File: config.mk
export PLATFORM = sky130hd
export DESIGN_NAME = mmio_led_ctrl
export DESIGN_NICKNAME = d
export VERILOG_FILES = /design/src/rtl/mmio_led_pkg.sv /design/src/rtl/mmio_led_channel.sv /design/src/rtl/mmio_led_ctrl.sv
export SDC_FILE = /design/constraint.sdc
export NUM_CORES = 1
export LEC_CHECK = 0
export ABC_AREA = 0
export ABC_CLOCK_PERIOD_IN_PS = 2800
export BUFFER_PORTS_ARGS = -buffer_cell sky130_fd_sc_hd__buf_2
export CAP_MARGIN = 20
export CORE_ASPECT_RATIO = 0.7
export CORE_MARGIN = 4
export CORE_UTILIZATION = 45
export DETAILED_ROUTE_END_ITERATION = 12
export PLACE_DENSITY = 0.75
export SYNTH_ARGS = -nofsm -noshare
export SYNTH_HDL_FRONTEND = slang
export SYNTH_SLANG_ARGS = --single-unit
File: constraint.sdc
create_clock -name clk -period 2.8 [get_ports clk]
set_input_delay 0.56 -clock clk [delete_from_list [all_inputs] [get_ports clk]]
set_output_delay 0.56 -clock clk [all_outputs]
set_load 0.01 [all_outputs]
File: src/rtl/mmio_led_pkg.sv
// Shared constants for the memory-mapped LED controller: register word addresses
// and the per-channel output mode encodings.
package mmio_led_pkg;

    localparam int unsigned ADDR_DATA      = 0;
    localparam int unsigned ADDR_MODE      = 1;
    localparam int unsigned ADDR_PRESC     = 2;
    localparam int unsigned ADDR_STATUS    = 3;
    localparam int unsigned ADDR_DUTY_BASE = 4;

    typedef enum logic [1:0] {
        MODE_DIRECT    = 2'b00,
        MODE_BLINK     = 2'b01,
        MODE_PWM       = 2'b10,
        MODE_BLINK_PWM = 2'b11
    } led_mode_e;

endpackage

File: src/rtl/mmio_led_channel.sv
// One LED output channel: selects direct, blink, PWM or blinking-PWM gating of its
// data bit and registers the result.
module mmio_led_channel
    import mmio_led_pkg::*;
#(
    parameter int unsigned PWM_BITS = 8
) (
    input  logic                clk,
    input  logic                rst,
    input  logic                data_bit,
    input  led_mode_e           mode,
    input  logic [PWM_BITS-1:0] duty,
    input  logic [PWM_BITS-1:0] pwm_cnt,
    input  logic                blink_phase,
    output logic                led
);

    logic pwm_on;
    logic led_next;

    assign pwm_on = (pwm_cnt < duty);

    always_comb begin
        led_next = 1'b0;
        case (mode)
            MODE_DIRECT:    led_next = data_bit;
            MODE_BLINK:     led_next = data_bit & blink_phase;
            MODE_PWM:       led_next = data_bit & pwm_on;
            MODE_BLINK_PWM: led_next = data_bit & pwm_on & blink_phase;
            default:        led_next = 1'b0;
        endcase
    end

    always_ff @(posedge clk) begin
        if (rst) begin
            led <= 1'b0;
        end else begin
            led <= led_next;
        end
    end

endmodule

File: src/rtl/mmio_led_ctrl.sv
// Memory-mapped LED/GPIO output peripheral: register file, shared blink prescaler and
// free-running PWM counter, plus NUM_CH output channels.
module mmio_led_ctrl
    import mmio_led_pkg::*;
#(
    parameter int unsigned            BUS_WIDTH     = 32,
    parameter int unsigned            NUM_CH        = 8,
    parameter int unsigned            ADDR_WIDTH    = 5,
    parameter int unsigned            PWM_BITS      = 8,
    parameter int unsigned            PRESC_WIDTH   = 24,
    parameter logic [PRESC_WIDTH-1:0] BLINK_DEFAULT = PRESC_WIDTH'(12_499_999)
) (
    input  logic                  clk,
    input  logic                  rst,
    input  logic [ADDR_WIDTH-1:0] addr,
    input  logic [BUS_WIDTH-1:0]  wdata,
    input  logic                  we,
    input  logic                  re,
    output logic [BUS_WIDTH-1:0]  rdata,
    output logic                  rvalid,
    output logic [NUM_CH-1:0]     led
);

    logic [NUM_CH-1:0]      data;
    logic [2*NUM_CH-1:0]    mode;
    logic [PRESC_WIDTH-1:0] presc;
    logic [PRESC_WIDTH-1:0] presc_cnt;
    logic                   blink_phase;
    logic [PWM_BITS-1:0]    pwm_cnt;
    logic [PWM_BITS-1:0]    duty [NUM_CH];
    logic [BUS_WIDTH-1:0]   rd_val;

    logic              sel_data;
    logic              sel_mode;
    logic              sel_presc;
    logic              sel_status;
    logic [NUM_CH-1:0] sel_duty;

    assign sel_data   = (addr == ADDR_WIDTH'(ADDR_DATA));
    assign sel_mode   = (addr == ADDR_WIDTH'(ADDR_MODE));
    assign sel_presc  = (addr == ADDR_WIDTH'(ADDR_PRESC));
    assign sel_status = (addr == ADDR_WIDTH'(ADDR_STATUS));

    for (genvar i = 0; i < NUM_CH; i++) begin : g_sel
        assign sel_duty[i] = (addr == ADDR_WIDTH'(ADDR_DUTY_BASE + i));
    end

    always_ff @(posedge clk) begin
        if (rst) begin
            data  <= '0;
            mode  <= '0;
            presc <= BLINK_DEFAULT;
            for (int i = 0; i < NUM_CH; i++) begin
                duty[i] <= '0;
            end
        end else if (we) begin
            if (sel_data)  data  <= wdata[NUM_CH-1:0];
            if (sel_mode)  mode  <= wdata[2*NUM_CH-1:0];
            if (sel_presc) presc <= wdata[PRESC_WIDTH-1:0];
            for (int i = 0; i < NUM_CH; i++) begin
                if (sel_duty[i]) duty[i] <= wdata[PWM_BITS-1:0];
            end
        end
    end

    // A PRESC write restarts the blink period from phase 0.
    always_ff @(posedge clk) begin
        if (rst) begin
            presc_cnt   <= '0;
            blink_phase <= 1'b0;
            pwm_cnt     <= '0;
        end else begin
            if (we && sel_presc) begin
                presc_cnt   <= '0;
                blink_phase <= 1'b0;
            end else if (presc_cnt == presc) begin
                presc_cnt   <= '0;
                blink_phase <= ~blink_phase;
            end else begin
                presc_cnt <= presc_cnt + 1'b1;
            end
            pwm_cnt <= pwm_cnt + 1'b1;
        end
    end

    always_comb begin
        rd_val = '0;
        if (sel_data)  rd_val[NUM_CH-1:0]      = data;
        if (sel_mode)  rd_val[2*NUM_CH-1:0]    = mode;
        if (sel_presc) rd_val[PRESC_WIDTH-1:0] = presc;
        if (sel_status) begin
            rd_val[0]          = blink_phase;
            rd_val[PWM_BITS:1] = pwm_cnt;
        end
        for (int i = 0; i < NUM_CH; i++) begin
            if (sel_duty[i]) rd_val[PWM_BITS-1:0] = duty[i];
        end
    end

    // Read data is sampled before any same-edge write lands, so it returns the old value.
    always_ff @(posedge clk) begin
        if (rst) begin
            rdata  <= '0;
            rvalid <= 1'b0;
        end else begin
            rvalid <= re;
            if (re) rdata <= rd_val;
        end
    end

    for (genvar i = 0; i < NUM_CH; i++) begin : g_ch
        led_mode_e ch_mode;
        assign ch_mode = led_mode_e'(mode[2*i +: 2]);

        mmio_led_channel #(
            .PWM_BITS(PWM_BITS)
        ) u_ch (
            .clk        (clk),
            .rst        (rst),
            .data_bit   (data[i]),
            .mode       (ch_mode),
            .duty       (duty[i]),
            .pwm_cnt    (pwm_cnt),
            .blink_phase(blink_phase),
            .led        (led[i])
        );
    end

endmodule

==> impl_metrics.py, run 1 <==
metrics = {
    "status": {
        "status": "finished, final reports clean",
    },
    "sta": {
        "setup_viol": 0,
        "setup_tns_ns": 0,
        "skew_ns": 0.0128,
        "slew_headroom_pct": 41.9,
        "hold_viol_final": 0,
        "worst_pin_slew_ns": 0.870,
        "whs_ns": 0.318,
        "rsz0062_at_grt": "false",
        "layout_min_cycle_time_ns": 2.15,
        "report.final.slew_viol_count": 0,
        "timing.final.crit_share_pct": 76.8,
        "fmax_ghz": 0.465,
    },
    "floorplan": {
        "die_area_um2": 23600,
        "coreArea_um2": 20800,
        "die-height_um": 130,
        "initial_utilization_pct": 45.9,
        "row_count": 44,
        "die_w_um": 182,
        "ios": 82,
    },
    "place": {
        "io_buffers": 65,
        "dpl.hpwl_um": 20900,
        "routabilityCongestion": 0.964,
    },
    "worst_setup_path": {
        "critPathArrivalTime_ns": 2.52,
        "critPathBufInv": 1,
        "slowest_delay_ns": 0.47,
        "path_max_fanout": 25,
        "cp.required_ns": 3.17,
        "worstSetupStartpointType": "input pin",
        "crit_slowest_cell": "nor3b_1",
        "end_kind": "flop",
        "crit_family": "compound AO/OA/AOI/OAI gates",
        "crit_path_cell_trace": "buf_2, nand2b_1, a41oi_1, nor3b_1, o21ai_1, a211oi_2",
        "path_class": "in2reg",
    },
    "logic_synthesis": {
        "syn-cell-area_um2": 9520,
        "synthFlopType": "dfxtp_1",
        "synth_edf_count": 64,
        "ys_types": 69,
        "yosysSeqAreaShare_pct": 44.2,
        "yosys_warnings": 0,
        "netlist_instances": 1045,
        "synth-seq-cells": 178,
        "avgSynthCellArea_um2": 9.11,
        "synthArstFlopShare_pct": 0,
    },
    "cts": {
        "cts_tree": "done",
        "post_cts_resized": 0,
        "postCtsSetupBuffers": 0,
        "cts_max_path_buffers": 2,
        "clk_pin_slew_worst_paths_ns": 0.08,
        "insertion_delay_ns": 0.45,
        "cts_root_buf": "clkbuf_16",
        "numCtsBuffers": 17,
        "h-tree-depth": 4,
        "cts.sinks": 178,
        "hold_buffers": 0,
    },
    "detailed_routing": {
        "vias_per_cell": 5.82,
        "post_drt_wl_per_cell_um": 20.5,
        "num_vias": 8123,
        "drt_iter0_markers": 1141,
        "wl_um": 28700,
        "postRouteAntennaNets": 0,
        "first_pass_iters": 8,
        "drc_errors": 0,
    },
    "global_route": {
        "grt_pass1_wl_um": 43700,
        "globalRouteMet1Util_pct": 36.3,
        "use_met3_pct": 8.19,
        "grt_usage_pct": 24.3,
        "grt_max_degree": 44,
        "overflow": 0,
        "grt_pass1_vias": 7653,
        "met2_usage_pct": 33.4,
        "grt_most_used_layer": "met1",
        "antenna_found_initial": 0,
    },
    "finish": {
        "final_common_cell": "nor2_1",
        "layout.nets": 1205,
        "final_util_pct": 51.7,
        "layout_common_cells": "nor2_1 (125), dfxtp_1 (114), nand2_1 (101)",
        "n_antenna_cell": 0,
        "drive_gt1_share_pct": 14.6,
        "areaGrowthSynthToFinish_pct": 12.7,
    },
    "pwr": {
        "p_int_uw": 4170,
        "p_leak_uw": 0.00445,
        "switching_share_pct": 27.9,
        "switchingPower_uw": 1610,
        "combPwrFrac_pct": 9.7,
        "powerDensity_nw_per_um2": 539,
        "p_seq_share_pct": 49.2,
        "clkPwrFrac_pct": 41.1,
        "ir_drop_mv": 0.510,
    },
    "min_path": {
        "hp-class": "in2reg",
    },
    "flow_run": {
        "cap_violations": 0,
    },
}
-- worst register-to-register path, delay by kind of cell (launching register included) --
family	cells	cell delay [ns]
and+or+nand+nor	1	0.08
AOI/OAI and AO/OA	4	0.66
adders and majority gates	1	0.26
DFF	1	0.79
buffers and inverters	1	0.26
-- layout make-up --
type                            count  area [um^2]
Timing Repair Buffer              105          638
Inverter                           71          267
Clock buffer                       17          425
Multi-Input combinational cell    733         4680
Tap cell                          276          345
Sequential cell                   178         4200
Fill cell                        1890        10000
Clock inverter                     15          164
-- state kept, by name (all words and copies together) (netlist names) --
register / count
duty: 64
presc: 24
presc_cnt: 24
rdata: 24
mode: 16
data: 8
g_ch.u_ch.led: 8
pwm_cnt: 8
blink_phase: 1
rvalid: 1
-- metrics by stage --
step           setup WS, ns  cell area, um^2  total power, uW  cells
5_1_grt               0.591            10700             5980   1395
3_3_place_gp          0.357            10100             3430   1363
6_report              0.651            10700             5780   1395
3_5_place_dp          0.350            10100             3440   1363
2_1_floorplan         0.672             9540             3230   1052
4_1_cts               0.719            10700             5790   1395
-- synthesized netlist by cell type (4+ instances only) --
library cell | number | area share [%]
nand3b_1 | 27 | 2.1
nand2_1 | 101 | 4.0
xor2_1 | 45 | 4.1
o21ai_1 | 4 | 0.21
nand3_1 | 54 | 2.8
buf_2 | 15 | 0.79
a221oi_1 | 12 | 1.1
a21o_1 | 11 | 0.87
nand2b_1 | 33 | 2.2
clkbuf_1 | 30 | 1.2
ha_1 | 58 | 7.6
buf_4 | 20 | 1.6
nand4_1 | 18 | 1.2
xnor2_1 | 7 | 0.64
o21a_1 | 7 | 0.55
nor2b_1 | 11 | 0.72
a211oi_1 | 5 | 0.39
dfxtp_1 | 114 | 24
buf_6 | 5 | 0.59
mux4_2 | 5 | 1.2
o21ai_0 | 12 | 0.63
inv_1 | 70 | 2.8
a21oi_1 | 73 | 3.8
nor3_1 | 17 | 0.89
a221o_1 | 4 | 0.42
and3_1 | 8 | 0.53
a31oi_1 | 5 | 0.33
nor2_1 | 125 | 4.9
o211ai_1 | 9 | 0.71
nor4_1 | 9 | 0.59
edfxtp_1 | 64 | 20
-- cell families after synthesis --
family / after synthesis / synth area share [%]
xor+xnor: 52 / 4.79
fa+ha+maj: 58 / 7.62
flops: 178 / 44.2
mux: 10 / 1.74
buf+inv: 141 / 6.94
simple gates: 432 / 22.7
other cells: 1 / 0.0394
compound gates: 173 / 12.0
-- per-layer routing --
layer	up-vias	part of all wire, %
li1	3748	-
met1	3871	45
met2	458	41
met3	46	13
met4	0	2.0
met5	-	0
-- path summary, 6_finish.rpt --
| path | cells after the start | startpoint | slack [ns] | endpoint |
|---|---|---|---|---|
| max | 6 | addr[1] | 0.65 | rdata[0]$_SDFFE_PP0P_ |
| min | 3 | wdata[17] | 0.32 | presc[17]$_SDFFE_PP1P_ |
| min reg2reg | 2 | rdata[22]$_SDFFE_PP0P_ | 0.46 | rdata[22]$_SDFFE_PP0P_ |
| max reg2reg | 7 | pwm_cnt[4]$_SDFF_PP0_ | 0.67 | g_ch[1].u_ch.led$_SDFF_PP0_ |
-- power groups by stage --
| stage | Sequential (uW) | Clock [uW] | Combinational, uW |
|---|---|---|---|
| 2_1_floorplan | 2870 | 0 | 358 |
| 3_3_place_gp | 2900 | 0 | 532 |
| 3_5_place_dp | 2900 | 0 | 543 |
| 4_1_cts | 2840 | 2400 | 549 |
| 5_1_grt | 2850 | 2520 | 611 |
| 6_report | 2840 | 2370 | 562 |
Note: power is estimated with default switching activity, not from simulation.
==> inputs of run 2 (changes only) <==
ABC_AREA = 1   (was 0)
ABC_CLOCK_PERIOD_IN_PS = 2000   (was 2800)
clock period = 2 ns   (was 2.8 ns; I/O delays follow)
==> run 2 against run 1 <==
Effect of this change:
- area after synthesis is 3.1% lower
- power increased by 40%
- highest routed layer unchanged
- synthesized cell count is 8.9% higher
- critical path type is now reg2reg
- wire length fell by 8.4%
- critical endpoint is now g_ch[5].u_ch.led$_SDFF_PP0_
- global-route usage down 1.5 points
==> impl_metrics.py, run 2 <==
metrics = {
    "global_route": {
        "grt_usage_pct": 22.7,
        "use_met3_pct": 5.75,
        "overflow": 0,
        "antenna_found_initial": 0,
        "globalRouteMet1Util_pct": 35.5,
        "grt_pass1_vias": 7414,
        "grt_max_degree": 46,
        "grt_pass1_wl_um": 40100,
        "grt_most_used_layer": "met1",
        "met2_usage_pct": 31.0,
    },
    "logic_synthesis": {
        "synth_area_leader_cell": "dfxtp_1",
        "ys_top_cells_by_area": "dfxtp_1 (25%), edfxtp_1 (21%), nand2_1 (8.1%)",
        "yosysSeqAreaShare_pct": 45.6,
        "avgSynthCellArea_um2": 8.10,
        "synthArstFlopShare_pct": 0,
        "netlist_instances": 1138,
        "yosysMostFrequentCell": "nand2_1",
        "synthFlopType": "dfxtp_1",
        "yosys-top-cells-count": "nand2_1 (198), inv_1 (170), nor2_1 (133)",
        "synth_edf_count": 64,
        "yosys_warnings": 0,
        "synth-seq-cells": 178,
        "syn-cell-area_um2": 9220,
        "netlist.area_leader.share_pct": 24.7,
        "ys_types": 43,
    },
    "worst_setup_path": {
        "cp.required_ns": 2.40,
        "path_max_fanout": 8,
        "slowest_delay_ns": 0.68,
        "path_class": "reg2reg",
        "crit_slowest_cell": "dfxtp_1",
        "end_kind": "flop",
        "crit_family": "flip-flops",
        "crit_path_cell_trace": "buf_12, ha_1, nand2_1, inv_1, nand4_1, o211ai_1, a221oi_1, buf_4",
        "worstSetupStartpointType": "flop",
        "critPathBufInv": 3,
        "critPathArrivalTime_ns": 2.31,
    },
    "floorplan": {
        "die_area_um2": 22900,
        "ios": 82,
        "coreArea_um2": 20000,
        "row_count": 43,
        "die_w_um": 179,
        "initial_utilization_pct": 46.2,
        "die-height_um": 128,
    },
    "cts": {
        "hold_buffers": 0,
        "cts.sinks": 178,
        "numCtsBuffers": 17,
        "insertion_delay_ns": 0.45,
        "clk_pin_slew_worst_paths_ns": 0.08,
        "h-tree-depth": 4,
        "cts_tree": "done",
        "cts_root_buf": "clkbuf_16",
        "cts_max_path_buffers": 2,
    },
    "detailed_routing": {
        "first_pass_iters": 6,
        "postRouteAntennaNets": 0,
        "wl_um": 26300,
        "drc_errors": 0,
        "post_drt_wl_per_cell_um": 17.0,
        "vias_per_cell": 5.32,
        "num_vias": 8210,
        "drt_iter0_markers": 1057,
    },
    "pwr": {
        "p_leak_uw": 0.00503,
        "powerDensity_nw_per_um2": 738,
        "p_total_uw": 8100,
        "ir_drop_mv": 0.553,
    },
    "finish": {
        "layout.nets": 1359,
        "n_antenna_cell": 0,
        "areaGrowthSynthToFinish_pct": 19.1,
        "largest_reg_flops": 64,
        "top_register": "duty",
        "final_common_cell": "nand2_1",
        "layout_common_cells": "nand2_1 (197), inv_1 (169), nor2_1 (130)",
        "layoutNonFillerInstCount": 1543,
        "drive_gt1_share_pct": 17.4,
    },
    "sta": {
        "rsz0062_at_grt": "true",
        "whs_ns": 0.162,
        "worst_pin_slew_ns": 0.568,
        "setup_viol": 0,
        "fmax_ghz": 0.523,
        "skew_ns": 0.0124,
        "hold_viol_final": 0,
        "layout_min_cycle_time_ns": 1.91,
        "timing.final.crit_share_pct": 95.6,
        "slew_headroom_pct": 62.1,
        "report.final.slew_viol_count": 0,
    },
    "place": {
        "routabilityCongestion": 0.978,
        "dpl.hpwl_um": 19800,
        "dp_cells": 1508,
        "io_buffers": 65,
    },
    "flow_run": {
        "cap_violations": 0,
    },
    "status": {
        "status": "finished, final reports clean",
    },
    "min_path": {
        "hp-class": "in2reg",
    },
}
run 2: path summary, 6_finish.rpt:
kind	from	end	slack, ns	cells after the start
hold / removal	wdata[21]	presc[21]$_SDFFE_PP1P_	0.16	3
setup / recovery	pwm_cnt[6]$_SDFF_PP0_	g_ch[5].u_ch.led$_SDFF_PP0_	0.09	8
hold reg to reg	presc[23]$_SDFFE_PP1P_	rdata[23]$_SDFFE_PP0P_	0.46	2
setup reg to reg	pwm_cnt[6]$_SDFF_PP0_	g_ch[5].u_ch.led$_SDFF_PP0_	0.09	8
run 2: what timing repair did:
action	4_1_cts	5_1_grt
pin swaps	0	6
resized for setup	1	17
endpoints found under the setup margin	1	13
setup buffers	0	3
run 2: worst min-delay path: cells and delay by family:
kind / cells / cell delay (ns)
simple gates: 2 / 0.11
buf+inv: 1 / 0.08
run 2: kinds of logic after synthesis:
logic type      count (synthesis)  share of synthesized area, %
buf+inv                       222                          9.85
other cells                     1                        0.0407
compound gates                204                          12.9
fa+ha+maj                      58                          7.87
simple gates                  451                          21.4
flops                         178                          45.6
xor+xnor                       24                          2.28
run 2: routing by layer:
layer / wire (um) / vias to the layer above / part of all wire (%)
met5: 0 / - / 0
met4: 399 / 0 / 1.5
met3: 2990 / 39 / 11
met2: 10700 / 392 / 41
met1: 12200 / 3787 / 46
li1: - / 3992 / -
run 2: power breakdown:
part / leakage, uW / total (uW) / switching, uW / internal [uW]
combinational: 0.00320 / 722 / 465 / 256
sequential: 0.00154 / 3970 / 90.8 / 3880
clock: 0.000296 / 3410 / 1710 / 1700
run 2: layout make-up:
class	count	area, um^2
Inverter	178	668
Clock buffer	17	425
Clock inverter	15	186
Sequential cell	178	4210
Multi-Input combinational cell	745	4190
Timing Repair Buffer	140	963
Fill cell	1828	8980
Tap cell	270	338
run 2: per-stage QoR:
stage	utilization, %	worst slack, ns	area [um^2]	TNS, ns
final	55.0	0.0876	11000	0
after global routing	55.0	-0.0683	11000	-0.161
after CTS	54.6	0.00475	10900	0
after detailed placement	51.5	-0.129	10300	-1.01
after global placement	51.5	-0.161	10300	-0.732
after floorplan	-	0.0293	9250	0
==> inputs of run 3 (changes only) <==
CORE_ASPECT_RATIO = not set   (was 0.7)
CORE_MARGIN = 5   (was 4)
==> run 3 against run 2 <==
Effect of this change:
- sequential power about the same
- sequential cell count stayed put
- cell area is 1.3% lower
- power fell by 2.3%
- wire length shrank 3.3%
==> impl_metrics.py, run 3 (synthesis gave the netlist of run 2 again) <==
metrics = {
    "worst_setup_path": {
        "r2r_slack_ns": 0.12,
        "reg2reg_to": "g_ch[4].u_ch.led$_SDFF_PP0_",
        "path_class": "reg2reg",
        "r2r-start": "pwm_cnt[1]$_SDFF_PP0_",
        "critPathArrivalTime_ns": 2.16,
        "path_max_fanout": 8,
        "worstSetupStartpointType": "flop",
        "reg2reg_depth": 6,
        "end_kind": "flop",
        "cp.required_ns": 2.29,
    },
    "cts": {
        "cts_tree": "done",
        "numCtsBuffers": 17,
        "cts.sinks": 178,
        "cts_max_path_buffers": 2,
        "insertion_delay_ns": 0.44,
        "h-tree-depth": 4,
        "clk_pin_slew_worst_paths_ns": 0.07,
        "cts_root_buf": "clkbuf_16",
    },
    "floorplan": {
        "row_count": 52,
        "die_area_um2": 23500,
        "die-height_um": 153,
        "coreArea_um2": 20200,
        "die_w_um": 153,
        "ios": 82,
        "initial_utilization_pct": 45.6,
    },
    "sta": {
        "fmax_ghz": 0.532,
        "timing.final.crit_share_pct": 94.0,
        "report.final.slew_viol_count": 0,
        "hold_viol_final": 0,
        "layout_min_cycle_time_ns": 1.88,
        "setup_tns_ns": 0,
        "setup_viol": 0,
        "skew_ns": 0.0110,
        "rsz0062_at_grt": "true",
    },
    "detailed_routing": {
        "wl_um": 25400,
        "drc_errors": 0,
        "postRouteAntennaNets": 0,
        "vias_per_cell": 5.35,
        "num_vias": 8213,
        "drt_iter0_markers": 836,
        "post_drt_wl_per_cell_um": 16.5,
        "first_pass_iters": 6,
    },
    "place": {
        "dpl.hpwl_um": 19400,
        "io_buffers": 65,
        "dp_cells": 1501,
        "routabilityCongestion": 0.930,
        "placed_area_um2": 10200,
    },
    "pwr": {
        "clkPwrFrac_pct": 41.0,
        "p_total_uw": 7920,
        "switching_share_pct": 26.9,
        "combPwrFrac_pct": 8.9,
        "p_seq_share_pct": 50.1,
        "p_int_uw": 5790,
        "ir_drop_mv": 0.579,
        "p_leak_uw": 0.00497,
        "switchingPower_uw": 2130,
        "powerDensity_nw_per_um2": 730,
    },
    "finish": {
        "largest_reg_flops": 64,
        "top_register": "duty",
        "layout.nets": 1352,
        "layoutNonFillerInstCount": 1536,
        "final_common_cell": "nand2_1",
        "seq_area_um2": 4210,
        "areaGrowthSynthToFinish_pct": 17.6,
        "multi_input_area_um2": 4160,
        "drive_gt1_share_pct": 16.4,
        "design_area_um2": 10800,
        "fillers": 1863,
        "layout_common_cells": "nand2_1 (198), inv_1 (169), nor2_1 (132)",
        "n_antenna_cell": 0,
    },
    "min_path": {
        "worstHoldEndpoint": "presc[21]$_SDFFE_PP1P_",
        "hp-start": "wdata[21]",
        "holdPathStages": 3,
        "hp-class": "in2reg",
    },
    "global_route": {
        "grt_pass1_wl_um": 39700,
        "use_met3_pct": 4.58,
        "globalRouteMet1Util_pct": 30.2,
        "grt_most_used_layer": "met2",
        "antenna_found_initial": 0,
        "overflow": 0,
        "grt_usage_pct": 21.4,
        "grt_pass1_vias": 7698,
        "met2_usage_pct": 32.6,
        "grt_max_degree": 41,
    },
    "status": {
        "status": "finished, final reports clean",
    },
    "flow_run": {
        "cap_violations": 0,
    },
}
## run 3: critical path, stage by stage, from the launching register on
cell      delay (ns)
dfxtp_2         0.49
ha_1            0.29
a21oi_1         0.15
o21ai_0         0.09
nand4_1         0.08
o211ai_1        0.15
a221oi_1        0.48
## run 3: power groups by stage
stage | registers (uW) | clock network [uW] | logic, uW
CTS | 3960 | 3260 | 699
detailed placement | 4040 | 0 | 694
global placement | 4040 | 0 | 669
global route | 3980 | 3420 | 787
floorplan | 4030 | 0 | 402
finish | 3960 | 3250 | 708
## run 3: worst max path at each step
stage,from,end,slack (ns),cells past startpoint
final,pwm_cnt[1]$_SDFF_PP0_,g_ch[4].u_ch.led$_SDFF_PP0_,0.12,6
after floorplan,addr[0],duty[1][10]$_SDFFCE_PN0P_,0.03,5
after global placement,addr[2],rdata[6]$_SDFFE_PP0P_,-0.04,15
after detailed placement,addr[3],rdata[7]$_SDFFE_PP0P_,-0.1,11
after CTS,presc_cnt[0]$_SDFF_PP0_,presc_cnt[22]$_SDFF_PP0_,0.02,12
after global routing,presc_cnt[0]$_SDFF_PP0_,presc_cnt[22]$_SDFF_PP0_,-0.03,12
## run 3: what timing repair did
action / CTS / global route
hold buffers: 0 / 0
pin swaps: 1 / 4
endpoints found under the hold margin: 0 / 0
setup buffers: 3 / 0
resized for setup: 1 / 9
endpoints found under the setup margin: 2 / 10
## run 3: final cells by class
class                      instances  area share, %
clock buffer                      18           3.96
clock inverter                    14           1.36
inverter                         178           6.16
multi-input combinational        745           38.4
sequential                       178           38.9
tap                              270           3.12
timing repair buffer             133           8.17
## run 3: routing by layer
layer	vias up	share of wire, %
met5	-	0
li1	3991	-
met2	379	44
met1	3782	44
met3	61	9.6
met4	0	2.9
## run 3: per-stage QoR
| step | hold slack [ns] | setup slack (ns) | utilization (%) |
|---|---|---|---|
| floorplan | 0.438 | 0.0293 | - |
| finish | 0.171 | 0.121 | 53.6 |
| global placement | 0.451 | -0.0427 | 50.5 |
| global route | 0.175 | -0.0304 | 53.6 |
| CTS | 0.165 | 0.0192 | 53.4 |
| detailed placement | 0.456 | -0.0997 | 50.5 |
